**src/rtl/bitserial_mul_seq.sv**
```systemverilog
// Operand sequencer for the bit-serial multiplier: accepts operand pairs, clears and runs
// the multiplier for a fixed latency, then holds the captured product under valid/ready.
module bitserial_mul_seq #(
  parameter int unsigned W          = 8,
  parameter int unsigned CLR_CYCLES = 1,
  parameter int unsigned LATENCY    = W + 2
) (
  input  logic           clk,
  input  logic           rst,
  input  logic           in_valid,
  output logic           in_ready,
  input  logic [W-1:0]   in_a,
  input  logic [W-1:0]   in_b,
  output logic [W-1:0]   mul_a,
  output logic [W-1:0]   mul_b,
  output logic           mul_rst,
  input  logic [2*W-1:0] mul_q,
  output logic           out_valid,
  input  logic           out_ready,
  output logic [2*W-1:0] out_q,
  output logic           busy
);

  localparam int unsigned MAXC = (CLR_CYCLES > LATENCY) ? CLR_CYCLES : LATENCY;
  localparam int unsigned CW   = (MAXC > 1) ? $clog2(MAXC) : 1;
  localparam logic [CW-1:0] CLR_LAST = CW'(CLR_CYCLES - 1);
  localparam logic [CW-1:0] LAT_LAST = CW'(LATENCY - 1);

  typedef enum logic [1:0] {S_IDLE, S_CLEAR, S_RUN, S_DONE} state_t;

  state_t         r_state, w_state_nx;
  logic [CW-1:0]  r_cnt, w_cnt_nx;
  logic [W-1:0]   r_mul_a, w_mul_a_nx;
  logic [W-1:0]   r_mul_b, w_mul_b_nx;
  logic           r_mul_rst, w_mul_rst_nx;
  logic           r_out_valid, w_out_valid_nx;
  logic [2*W-1:0] r_out_q, w_out_q_nx;
  logic           w_in_ready;
  logic           w_accept;

  always_ff @(posedge clk or negedge rst) begin
    if (!rst) begin
      r_state     <= S_IDLE;
      r_cnt       <= '0;
      r_mul_a     <= '0;
      r_mul_b     <= '0;
      r_mul_rst   <= 1'b1;
      r_out_valid <= 1'b0;
      r_out_q     <= '0;
    end else begin
      r_state     <= w_state_nx;
      r_cnt       <= w_cnt_nx;
      r_mul_a     <= w_mul_a_nx;
      r_mul_b     <= w_mul_b_nx;
      r_mul_rst   <= w_mul_rst_nx;
      r_out_valid <= w_out_valid_nx;
      r_out_q     <= w_out_q_nx;
    end
  end

  always_comb begin
    w_state_nx     = r_state;
    w_cnt_nx       = r_cnt;
    w_mul_a_nx     = r_mul_a;
    w_mul_b_nx     = r_mul_b;
    w_mul_rst_nx   = r_mul_rst;
    w_out_valid_nx = r_out_valid;
    w_out_q_nx     = r_out_q;
    // Gated by rst so nothing is accepted while the block is held in reset.
    w_in_ready = rst & ((r_state == S_IDLE) | ((r_state == S_DONE) & out_ready));
    w_accept   = in_valid & w_in_ready;

    unique case (r_state)
      S_IDLE: begin
        w_mul_rst_nx = 1'b1;
      end
      S_CLEAR: begin
        if (r_cnt == CLR_LAST) begin
          w_cnt_nx     = '0;
          w_mul_rst_nx = 1'b0;
          w_state_nx   = S_RUN;
        end else begin
          w_cnt_nx = r_cnt + CW'(1);
        end
      end
      S_RUN: begin
        if (r_cnt == LAT_LAST) begin
          w_out_q_nx     = mul_q;
          w_out_valid_nx = 1'b1;
          w_mul_rst_nx   = 1'b1;
          w_state_nx     = S_DONE;
        end else begin
          w_cnt_nx = r_cnt + CW'(1);
        end
      end
      S_DONE: begin
        if (out_ready) begin
          w_out_valid_nx = 1'b0;
          w_state_nx     = S_IDLE;
        end
      end
      default: w_state_nx = S_IDLE;
    endcase

    // A simultaneous handshake and accept in DONE goes straight to CLEAR.
    if (w_accept) begin
      w_mul_a_nx   = in_a;
      w_mul_b_nx   = in_b;
      w_cnt_nx     = '0;
      w_mul_rst_nx = 1'b1;
      w_state_nx   = S_CLEAR;
    end
  end

  assign in_ready  = w_in_ready;
  assign mul_a     = r_mul_a;
  assign mul_b     = r_mul_b;
  assign mul_rst   = r_mul_rst;
  assign out_valid = r_out_valid;
  assign out_q     = r_out_q;
  assign busy      = (r_state != S_IDLE);

endmodule
```
**config.mk**
```make
export PLATFORM = sky130hd
export DESIGN_NAME = bitserial_mul_seq
export DESIGN_NICKNAME = d
export VERILOG_FILES = /design/src/rtl/bitserial_mul_seq.sv
export SDC_FILE = /design/constraint.sdc
export NUM_CORES = 1
export LEC_CHECK = 0
export BUFFER_PORTS_ARGS = -buffer_cell sky130_fd_sc_hd__buf_2
export CAP_MARGIN = 40
export CORE_MARGIN = 5
export CORE_UTILIZATION = 47
export DETAILED_ROUTE_END_ITERATION = 10
export PLACE_DENSITY_LB_ADDON = 0.15
export SLEW_MARGIN = 0
export SYNTH_ARGS = -nofsm -noshare
export SYNTH_HDL_FRONTEND = slang
export SYNTH_SLANG_ARGS = --single-unit
```
**constraint.sdc**
```tcl
create_clock -name clk -period 2.5 [get_ports clk]
set_clock_uncertainty 0.15 [all_clocks]
set_input_delay 0.5 -clock clk [delete_from_list [all_inputs] [get_ports clk]]
set_output_delay 0.5 -clock clk [all_outputs]
set_load 0.01 [all_outputs]
```
==> results.yml <==
outcome:
  status: "completed"
clocking:
  cts_sinks: 40
  holdBufCountCts: 1
  insertion_delay_ns: 0.29
  cts.clk_slew.worst_paths_ns: 0.07
  cts_tree: "done"
  htreeDepth: 2
  cts_max_path_buffers: 2
  cts_buffers: 5
  cts_setup_buffers: 0
  ctsResizeCount: 0
  root_buffer: "clkbuf_8"
grt:
  antenna_found_initial: 0
  grt_pass1_vias: 1409
  grt_max_degree: 35
  grt_usage_pct: 15.52
  overflow: 0
  grt_pass1_wl_um: 6237
routing:
  via_per_inst: 5.023
  postRouteAntennaNets: 0
  vias: 1291
  wl_met1_um: 1405
  wl_met3_um: 295
  drt_iter0_drc: 82
  drtPass1Iterations: 4
  highest_layer: "met4"
  wl_per_cell_um: 14.33
  drc: 0
  wl_met2_um: 1892
  wl_um: 3684
sta:
  finalCritPeriodShare_pct: 89.51
  finalSetupTns_ns: 0
  hold_viol_final: 0
  final.min_clock_period_ns: 2.238
  slew_violations: 0
  finalSetupViolations: 0
  slew_headroom_pct: 72.00
  rsz0062_at_grt: "false"
  fmax_ghz: 0.4469
  worst_slew_pin_slew_ns: 0.4200
synthesis:
  synth_top_cell_area_share_pct: 54.74
  synth_area_per_cell_um2: 13.72
  netlist_area_um2: 1783
  yosys_warnings: 0
  synth.area.top_cells: "dfrtp_1, mux2_2, ha_1, mux2_1, nand4bb_4"
  ys_ff_latch: 40
  syn-num-nets: 174
  yosys.area.top_type: "dfrtp_1"
  yosysUniqueCellTypes: 32
  syn_inst: 130
  seq_area_frac_synth_pct: 56.21
placement:
  dp_hpwl_um: 2872
  place_congestion: 0.8948
  placed_area_um2: 2197
  post-place-cells: 248
  io_buffers: 71
worst_setup_path:
  reg2reg_slack_ns: 0.26
  r2r-start: "r_state[0]"
  setup.worst_path.start_class: "flip-flop"
  crit_arrival_ns: 2.27
  path_class: "reg -> reg"
  crit_required_ns: 2.53
  critPathLaunch: "r_state[0]"
  cp-end-kind: "flip-flop"
  crit_path_max_fanout: 5
floorplan:
  rows: 22
  die_h_um: 71.59
  die_x_um: 71.59
  initial_core_util_pct: 48.70
  io_pins: 72
  coreArea_um2: 3661
  dieArea_um2: 5125
final_layout:
  final_area_um2: 2333
  antenna_cells: 0
  final_layout_size_suffix_gt1_share_pct: 57.42
  num-nets-final: 252
  areaGrowthSynthToFinish_pct: 30.88
  stdcell_count: 257
power:
  power.total_mw: 3.037
  ir_drop_v: 0.0007083
  p_leak_nw: 1.150
  powerDensity_nw_per_um2: 1301
job:
  drv_cap: 0
hold_path:
  holdCritStartpoint: "mul_q[15]"
  min_path_type: "in -> reg"
==> worst paths after layout <==
kind                                   end  cells after the start
worst min-delay path             out_q[15]                      2
max in group asynchronous          mul_rst                      3
worst max-delay path            r_state[0]                      6
worst min register to register    mul_a[5]                      1
worst max register to register  r_state[0]                      6
min in group asynchronous         mul_b[0]                      2
==> per-layer routing <==
metal | vias to the layer above | global-route usage [%]
met5 | - | 0
met3 | 10 | 5.610
met2 | 54 | 25.51
met4 | 0 | 8.351
met1 | 620 | 17.54
li1 | 607 | -
==> worst max-delay path, cell delays in order, from the launching register on <==
cell     delay, ns
dfrtp_1       0.41
inv_1         0.10
ha_1          0.26
or4b_4        0.59
a32oi_2       0.29
nor2_1        0.07
a211o_1       0.26
==> cell families after synthesis <==
kind of cell,share of synthesized area (%)
AOI/OAI and AO/OA,4.702
adders and majority gates,5.614
buffers and inverters,2.807
DFF,56.21
muxes,20.77
and+or+nand+nor,9.895
==> through the flow <==
step,utilization (%),hold slack [ns],setup WS [ns]
5_1_grt,63.74,0.2681,0.1981
2_1_floorplan,-,0.05441,0.4155
3_5_place_dp,60.01,0.2152,0.2844
3_3_place_gp,60.01,0.2075,0.3566
6_report,63.74,0.2704,0.2622
4_1_cts,63.74,0.2609,0.2726
==> sequential cells by signal (all words and copies together) (netlist names) <==
| register | cells |
|---|---|
| out_valid | 1 |
| mul_b | 8 |
| out_q | 16 |
| mul_rst | 1 |
| r_cnt | 4 |
| r_state | 2 |
| mul_a | 8 |
==> layout make-up <==
class                   count  area (µm²)
fillers                   286        1328
flip-flops and latches     40        1002
multi-input cells          80       730.7
repair buffers             76       395.4
clock buffers               7       96.34
well taps                  48       60.06
clock inverters             1       30.03
inverters                   5       18.77
==> synth_stat cells <==
master / number
dfrtp_1: 39
nand4b_1: 1
buf_2: 4
and2b_2: 1
ha_1: 8
or3_1: 1
nor3_1: 1
a31oi_1: 1
nand4_1: 1
buf_6: 1
a22o_2: 1
mux2_1: 5
nand4bb_4: 1
nand3_1: 3
nand2_1: 6
a211oi_1: 1
inv_1: 5
or4b_4: 1
o21ai_0: 2
nor2_2: 1
a32oi_2: 1
or2b_1: 1
a21oi_1: 5
nor2_1: 4
dfstp_2: 1
mux2i_1: 1
a211o_1: 1
mux2_2: 27
and2_2: 1
nand3b_1: 1
or2_2: 2
nor2b_1: 1
==> cells in the final DEF (no fill, tap or decap), types with 4 or more instances in the layout <==
| cell type | count |
|---|---|
| a21oi_1 | 5 |
| buf_2 | 71 |
| buf_4 | 4 |
| clkbuf_8 | 7 |
| dfrtp_1 | 39 |
| ha_1 | 8 |
| inv_1 | 5 |
| mux2_1 | 5 |
| mux2_2 | 27 |
| nand2_1 | 6 |
| nor2_1 | 4 |
==> power breakdown <==
| part | switching, mW | internal [mW] |
|---|---|---|
| Clock | 0.218 | 0.352 |
| Sequential | 0.196 | 0.975 |
| Combinational | 0.631 | 0.665 |
| Total | 1.04 | 1.99 |
No activity file was read; power rests on OpenSTA's default activity.
